**src/rtl/pipelined_log_multiplier.sv**
```systemverilog
// Three-stage pipelined signed multiplier offering an exact product or a
// Mitchell-style logarithmic approximation with dynamic mantissa truncation.
// Each transaction carries its own mode bit, so exact and approximate
// requests can be freely interleaved in one stream. All stages advance
// together, so a stalled output freezes the whole pipeline.
module pipelined_log_multiplier #(
    parameter int WIDTH = 8,
    parameter int T     = 4
) (
    input  logic                      clk,
    input  logic                      rst,
    input  logic                      in_valid,
    output logic                      in_ready,
    input  logic signed [WIDTH-1:0]   A,
    input  logic signed [WIDTH-1:0]   B,
    input  logic                      approx_en,
    output logic                      out_valid,
    input  logic                      out_ready,
    output logic signed [2*WIDTH-1:0] result
);

    localparam int KW  = $clog2(WIDTH);
    localparam int PW  = 2 * WIDTH;
    localparam int SHW = PW + T + 2;

    // Magnitude in WIDTH unsigned bits; the most negative input maps to 2^(WIDTH-1)
    function automatic logic [WIDTH-1:0] absVal(input logic [WIDTH-1:0] v);
        absVal = v[WIDTH-1] ? (~v + WIDTH'(1)) : v;
    endfunction

    // Position of the highest set bit; zero input yields 0 and is masked later
    function automatic logic [KW-1:0] leadingOne(input logic [WIDTH-1:0] v);
        leadingOne = '0;
        for (int i = 0; i < WIDTH; i++) begin
            if (v[i]) leadingOne = KW'(i);
        end
    endfunction

    // Top T-2 fraction bits below the leading one, with a forced trailing 1
    // that centres the truncation error of the discarded bits
    function automatic logic [T-2:0] truncMant(input logic [WIDTH-1:0] v,
                                               input logic [KW-1:0]    k);
        logic [WIDTH-1:0] aligned;
        logic [T-3:0]     top;
        aligned = v << (KW'(WIDTH-1) - k);
        top     = (T-2)'(aligned >> (WIDTH-T+1));
        truncMant = {top, 1'b1};
    endfunction

    logic en;
    assign en       = !out_valid || out_ready;
    assign in_ready = en;

    // Stage 1 next-state: signs, magnitudes and the log encoding of each operand
    logic [WIDTH-1:0] magA_d, magB_d;
    logic [KW-1:0]    kA_d, kB_d;
    logic [T-2:0]     xtA_d, xtB_d;
    logic             sign1_d, zero1_d;

    // Decode operands into sign, zero flag, magnitude and (k, x_t) log pairs
    always_comb begin
        magA_d  = absVal(A);
        magB_d  = absVal(B);
        kA_d    = leadingOne(magA_d);
        kB_d    = leadingOne(magB_d);
        xtA_d   = truncMant(magA_d, kA_d);
        xtB_d   = truncMant(magB_d, kB_d);
        sign1_d = A[WIDTH-1] ^ B[WIDTH-1];
        zero1_d = (magA_d == '0) || (magB_d == '0);
    end

    logic             v1_q, sign1_q, zero1_q, mode1_q;
    logic [WIDTH-1:0] magA1_q, magB1_q;
    logic [KW-1:0]    kA1_q, kB1_q;
    logic [T-2:0]     xtA1_q, xtB1_q;

    // Stage 1 register; an idle input cycle advances as a bubble
    always_ff @(posedge clk) begin
        if (rst) begin
            v1_q    <= 1'b0;
            sign1_q <= 1'b0;
            zero1_q <= 1'b0;
            mode1_q <= 1'b0;
            magA1_q <= '0;
            magB1_q <= '0;
            kA1_q   <= '0;
            kB1_q   <= '0;
            xtA1_q  <= '0;
            xtB1_q  <= '0;
        end else if (en) begin
            v1_q    <= in_valid;
            sign1_q <= sign1_d;
            zero1_q <= zero1_d;
            mode1_q <= approx_en;
            magA1_q <= magA_d;
            magB1_q <= magB_d;
            kA1_q   <= kA_d;
            kB1_q   <= kB_d;
            xtA1_q  <= xtA_d;
            xtB1_q  <= xtB_d;
        end
    end

    // Stage 2 next-state: log-domain sum and the exact magnitude product
    logic [KW:0]   kSum_d;
    logic [T-1:0]  mSum_d;
    logic [PW-1:0] prod_d;

    // Add exponents and truncated mantissas; exact product computed alongside
    always_comb begin
        kSum_d = {1'b0, kA1_q} + {1'b0, kB1_q};
        mSum_d = {1'b0, xtA1_q} + {1'b0, xtB1_q};
        prod_d = PW'(magA1_q) * PW'(magB1_q);
    end

    logic          v2_q, sign2_q, zero2_q, mode2_q;
    logic [KW:0]   kSum2_q;
    logic [T-1:0]  mSum2_q;
    logic [PW-1:0] prod2_q;

    // Stage 2 register carrying sum/product plus the per-transaction mode
    always_ff @(posedge clk) begin
        if (rst) begin
            v2_q    <= 1'b0;
            sign2_q <= 1'b0;
            zero2_q <= 1'b0;
            mode2_q <= 1'b0;
            kSum2_q <= '0;
            mSum2_q <= '0;
            prod2_q <= '0;
        end else if (en) begin
            v2_q    <= v1_q;
            sign2_q <= sign1_q;
            zero2_q <= zero1_q;
            mode2_q <= mode1_q;
            kSum2_q <= kSum_d;
            mSum2_q <= mSum_d;
            prod2_q <= prod_d;
        end
    end

    // Stage 3 next-state: antilog, mode select, sign and zero forcing
    logic [SHW-1:0]       shifted;
    logic [PW-1:0]        approxMag, magSel;
    logic signed [PW-1:0] result_d;

    // A mantissa sum that carries past 1.0 bumps the exponent by one instead
    // of adding the implicit leading one
    always_comb begin
        if (!mSum2_q[T-1]) begin
            shifted = SHW'({1'b1, mSum2_q[T-2:0]}) << kSum2_q;
        end else begin
            shifted = SHW'(mSum2_q) << (kSum2_q + 1'b1);
        end
        approxMag = PW'(shifted >> (T-1));
        magSel    = mode2_q ? approxMag : prod2_q;
        if (zero2_q) begin
            result_d = '0;
        end else if (sign2_q) begin
            result_d = -magSel;
        end else begin
            result_d = magSel;
        end
    end

    logic                 v3_q;
    logic signed [PW-1:0] result_q;

    // Output register; holds the presented result while downstream stalls
    always_ff @(posedge clk) begin
        if (rst) begin
            v3_q     <= 1'b0;
            result_q <= '0;
        end else if (en) begin
            v3_q     <= v2_q;
            result_q <= result_d;
        end
    end

    assign out_valid = v3_q;
    assign result    = result_q;

endmodule

```
**config.mk**
```make
export PLATFORM = sky130hd
export DESIGN_NAME = pipelined_log_multiplier
export DESIGN_NICKNAME = d
export VERILOG_FILES = /design/src/rtl/pipelined_log_multiplier.sv
export SDC_FILE = /design/constraint.sdc
export NUM_CORES = 1
export LEC_CHECK = 0
export CAP_MARGIN = 20
export CORE_ASPECT_RATIO = 1.1
export CORE_MARGIN = 4
export CORE_UTILIZATION = 35
export CTS_CLUSTER_SIZE = 40
export DETAILED_ROUTE_END_ITERATION = 8
export SETUP_SLACK_MARGIN = 0.05
export SLEW_MARGIN = 30
export SYNTH_ARGS = -nofsm -noshare
export SYNTH_HDL_FRONTEND = slang
export SYNTH_SLANG_ARGS = --single-unit
export TNS_END_PERCENT = 20
```
**constraint.sdc**
```tcl
create_clock -name clk -period 10.45 [get_ports clk]
set_clock_uncertainty 0.1 [all_clocks]
set_input_delay 1.045 -clock clk [delete_from_list [all_inputs] [get_ports clk]]
set_output_delay 1.045 -clock clk [all_outputs]
set_load 0.02 [all_outputs]
```
==> metrics list <==
* Area of the die: 0.0204 mm2
- For this run, design rule violations remaining after detail routing come to 0.
* Maximum number of pins on one net before global-route repair: 75
* Detailed placement HPWL: 11.6 mm
* PostCTS Resize Cnt: 0
- Critical path's slowest cell: sky130_fd_sc_hd__fa_1
* Status: completed
- Hold timing on the final database bottoms out at a slack of 0.347 ns.
* Required time at the endpoint of the critical path: 10.58 ns
* Worst setup margin: 5.90 ns
* Avg WL per Cell: 14.7 um
- Placeable core region: 0.0178 mm2
* Max rail drop VDD: 0.0726 mV
- Across the run, the number of max-cap violations was 0.
* Number of vias after detailed routing: 5,265
- 0 antenna diodes ended up in the layout.
- Number of distinct library cell variants in the gate-level netlist after synthesis: 71
- Area grow syn2layout: 14.0%
* Final GP Congestion: 0.835
- The min-delay analysis places its worst path in the category reg -> reg.
- The first TritonRoute pass finished after 5 iterations.
- Most common cell type on the critical path: sky130_fd_sc_hd__fa_1
* Number of core rows: 51
* Power density relative to cell area: 135 mW/mm2
- Initial standard-cell utilization of the core: 0.358
- Setup violations remaining at the end of the flow were counted as 0.
- Root buf cell: sky130_fd_sc_hd__clkbuf_16
- Post-layout instance area: 0.00727 mm2
- The worst setup path is launched from a flop.
* Number of buffers added to fix hold violations after cts: 0
- In this run the mean area of a mapped cell was 8.22 um2.
- Initial DRC count: 325
- The via count of the first global-routing pass was 5,177.
- After detailed routing, the total wire length is 15.2 mm.
- After the flow finishes, the layout carries non-filler instances totaling 1,031.
- Fraction of final layout cells with drive strength greater than 1: 0.0517
- Maximum single-stage delay on the critical path: 0.55 ns
- Number of nets in the final layout: 894
* Placed cell count: 1,016
* Clock transition time at the flip-flop clock pins of the worst setup and hold paths: 0.06 ns
- H-Tree Level Count: 3
- Of the synthesized area, sequential elements account for 0.236.
- Timing would allow up to 220 MHz.
- Setup repair bufs after CTS: 0
- Static leakage power: 3.16 nW
- Final ANT Viol Nets: 0
* Number of buffers inserted during clock tree synthesis: 9
- Together, buffers and inverters on the worst path number 3.
- STA puts the critical path data arrival time at 4.68 ns.
* Dpl cell area: 0.00693 mm2
* Part of the cycle the worst path needs: 0.436
- Yosys Warn Count: 0
- For this design the top-level I/O count stands at 39.
- The final-report hold violation count is 0.
- The first global-routing pass estimated 25.4 mm of wire.
* Port Buffers: 38
* Insertion delay to the later sink of the worst-skew pair: 0.34 ns
* Setup TNS: 0 ns
- Post-route minimum period: 4.55 ns
- Peak fanout along the critical path: 9
* Horiz. Die Dim: 137 um
- The worst setup path is captured at a flop.
- Counting every instance in the synthesized netlist gives 775.
- The signal on the critical path passes through and2_1, fa_1, fa_1, inv_1, fa_1, fa_1, inv_1, ha_1, inv_1, o21bai_1, a21o_1, a31o_2, a41oi_1, nor2b_1, xnor2_1, a22o_1.
- Commonest register cell after synthesis: sky130_fd_sc_hd__dfxtp_1
- The critical path in this run is classified as reg -> reg.
* Number of flip-flops and latches in the synthesized netlist: 75
* Final Max Slew Viols: 0
* Cell area after technology mapping: 0.00637 mm2
- In the global route stage, overall resource usage came out at 0.154.
- TritonCTS built the clock tree.
- Unrepaired setup endpoints after global routing: no
- At the pin with the least slew margin, the transition time is 0.785 ns.
* Post-synthesis net count: 880
- Grouping stages by cell kind, the critical path spends the most delay in adder cells.
- Measured against its own limit, the worst slew margin works out to 0.476.
- At the placement stage, the worst setup path has a slack of 5.88 ns.
- Die Y-Extent: 150 um
- Counting flops with a built-in enable in the synthesized netlist gives 0.
- The number of antenna violations at the first check in global routing is 0.
- Counting flops with an async set or reset pin after synthesis yields a share of 0.
- Deepest clock path buffer count: 2
* Number of clock sinks: 75
- Total congestion overflow after global routing: 0
- DR vias/cell: 5.11
state kept, by name (all words and copies together) (netlist names), 3 cells and up:
signal / flops
result: 16
magB1_q: 8
mSum2_q: 3
kSum2_q: 4
xtA1_q: 3
kB1_q: 3
kA1_q: 3
magA1_q: 8
prod2_q: 16
worst reg2reg max path, cell delays in order, from the launching register on:
cell and delay, ns:
sky130_fd_sc_hd__dfxtp_1 0.38, sky130_fd_sc_hd__and2_1 0.21, sky130_fd_sc_hd__fa_1 0.45, sky130_fd_sc_hd__fa_1 0.55, sky130_fd_sc_hd__inv_1 0.05, sky130_fd_sc_hd__fa_1 0.47, sky130_fd_sc_hd__fa_1 0.54, sky130_fd_sc_hd__inv_1 0.04
sky130_fd_sc_hd__ha_1 0.31, sky130_fd_sc_hd__inv_1 0.08, sky130_fd_sc_hd__o21bai_1 0.11, sky130_fd_sc_hd__a21o_1 0.21, sky130_fd_sc_hd__a31o_2 0.26, sky130_fd_sc_hd__a41oi_1 0.26, sky130_fd_sc_hd__nor2b_1 0.19, sky130_fd_sc_hd__xnor2_1 0.07
sky130_fd_sc_hd__a22o_1 0.19
cell type report:
| cell class | instances | area (um2) |
|---|---|---|
| Multi-Input combinational cell | 591 | 4460 |
| Clock inverter | 6 | 113 |
| Sequential cell | 75 | 1500 |
| Tap cell | 238 | 298 |
| Inverter | 70 | 263 |
| Clock buffer | 9 | 225 |
| Fill cell | 1838 | 10500 |
| Timing Repair Buffer | 42 | 405 |
cells in the final DEF, fill, tap and decap left out, types with 24 or more instances in the layout:
| master | n |
|---|---|
| sky130_fd_sc_hd__dfxtp_1 | 75 |
| sky130_fd_sc_hd__ha_1 | 46 |
| sky130_fd_sc_hd__clkdlybuf4s50_1 | 37 |
| sky130_fd_sc_hd__xnor2_1 | 24 |
| sky130_fd_sc_hd__a211oi_1 | 25 |
| sky130_fd_sc_hd__fa_1 | 38 |
| sky130_fd_sc_hd__nand2_1 | 80 |
| sky130_fd_sc_hd__a21oi_1 | 53 |
| sky130_fd_sc_hd__and2_1 | 54 |
| sky130_fd_sc_hd__inv_1 | 67 |
| sky130_fd_sc_hd__nor2_1 | 59 |
cells in the mapped netlist (24+ instances only):
cell type,n,share of area
sky130_fd_sc_hd__a211oi_1,25,0.029
sky130_fd_sc_hd__clkbuf_1,26,0.015
sky130_fd_sc_hd__nor2_1,60,0.035
sky130_fd_sc_hd__fa_1,38,0.12
sky130_fd_sc_hd__and2_1,54,0.053
sky130_fd_sc_hd__nand2_1,80,0.047
sky130_fd_sc_hd__inv_1,68,0.040
sky130_fd_sc_hd__a21oi_1,53,0.042
sky130_fd_sc_hd__dfxtp_1,75,0.24
sky130_fd_sc_hd__xnor2_1,24,0.033
sky130_fd_sc_hd__ha_1,46,0.090
kinds of logic after synthesis:
group           after synthesis  synth area share
compound gates              179             0.193
simple gates                280             0.226
fa+ha+maj                    84             0.210
flops                        75             0.236
buf+inv                     109            0.0667
xor+xnor                     38            0.0522
mux                          10            0.0173
metrics by stage:
| stage | util | total power (W) |
|---|---|---|
| 2_1_floorplan | - | 0.000554 |
| 3_3_place_gp | 0.389 | 0.000628 |
| 3_5_place_dp | 0.389 | 0.000631 |
| 4_1_cts | 0.408 | 0.000987 |
| 5_1_grt | 0.408 | 0.00104 |
| 6_report | 0.408 | 0.000980 |
worst paths after layout:
kind	start	endpoint	slack (ns)	depth (start not counted)
setup / recovery	magA1_q[1]	prod2_q[13]	5.90	16
hold reg to reg	prod2_q[2]	prod2_q[2]	0.35	2
hold / removal	prod2_q[2]	prod2_q[2]	0.35	2
setup reg to reg	magA1_q[1]	prod2_q[13]	5.90	16
metal layers:
layer	global-route usage	share of wire
met1	0.196	0.45
met4	0.0549	0.031
met3	0.0232	0.028
met5	0	0
met2	0.262	0.49
power breakdown:
| group | switching (W) | internal, W |
|---|---|---|
| registers | 0.0000374 | 0.000314 |
| clock network | 0.000122 | 0.000233 |
| logic | 0.000155 | 0.000120 |
Power figures use the tool's default switching activity.
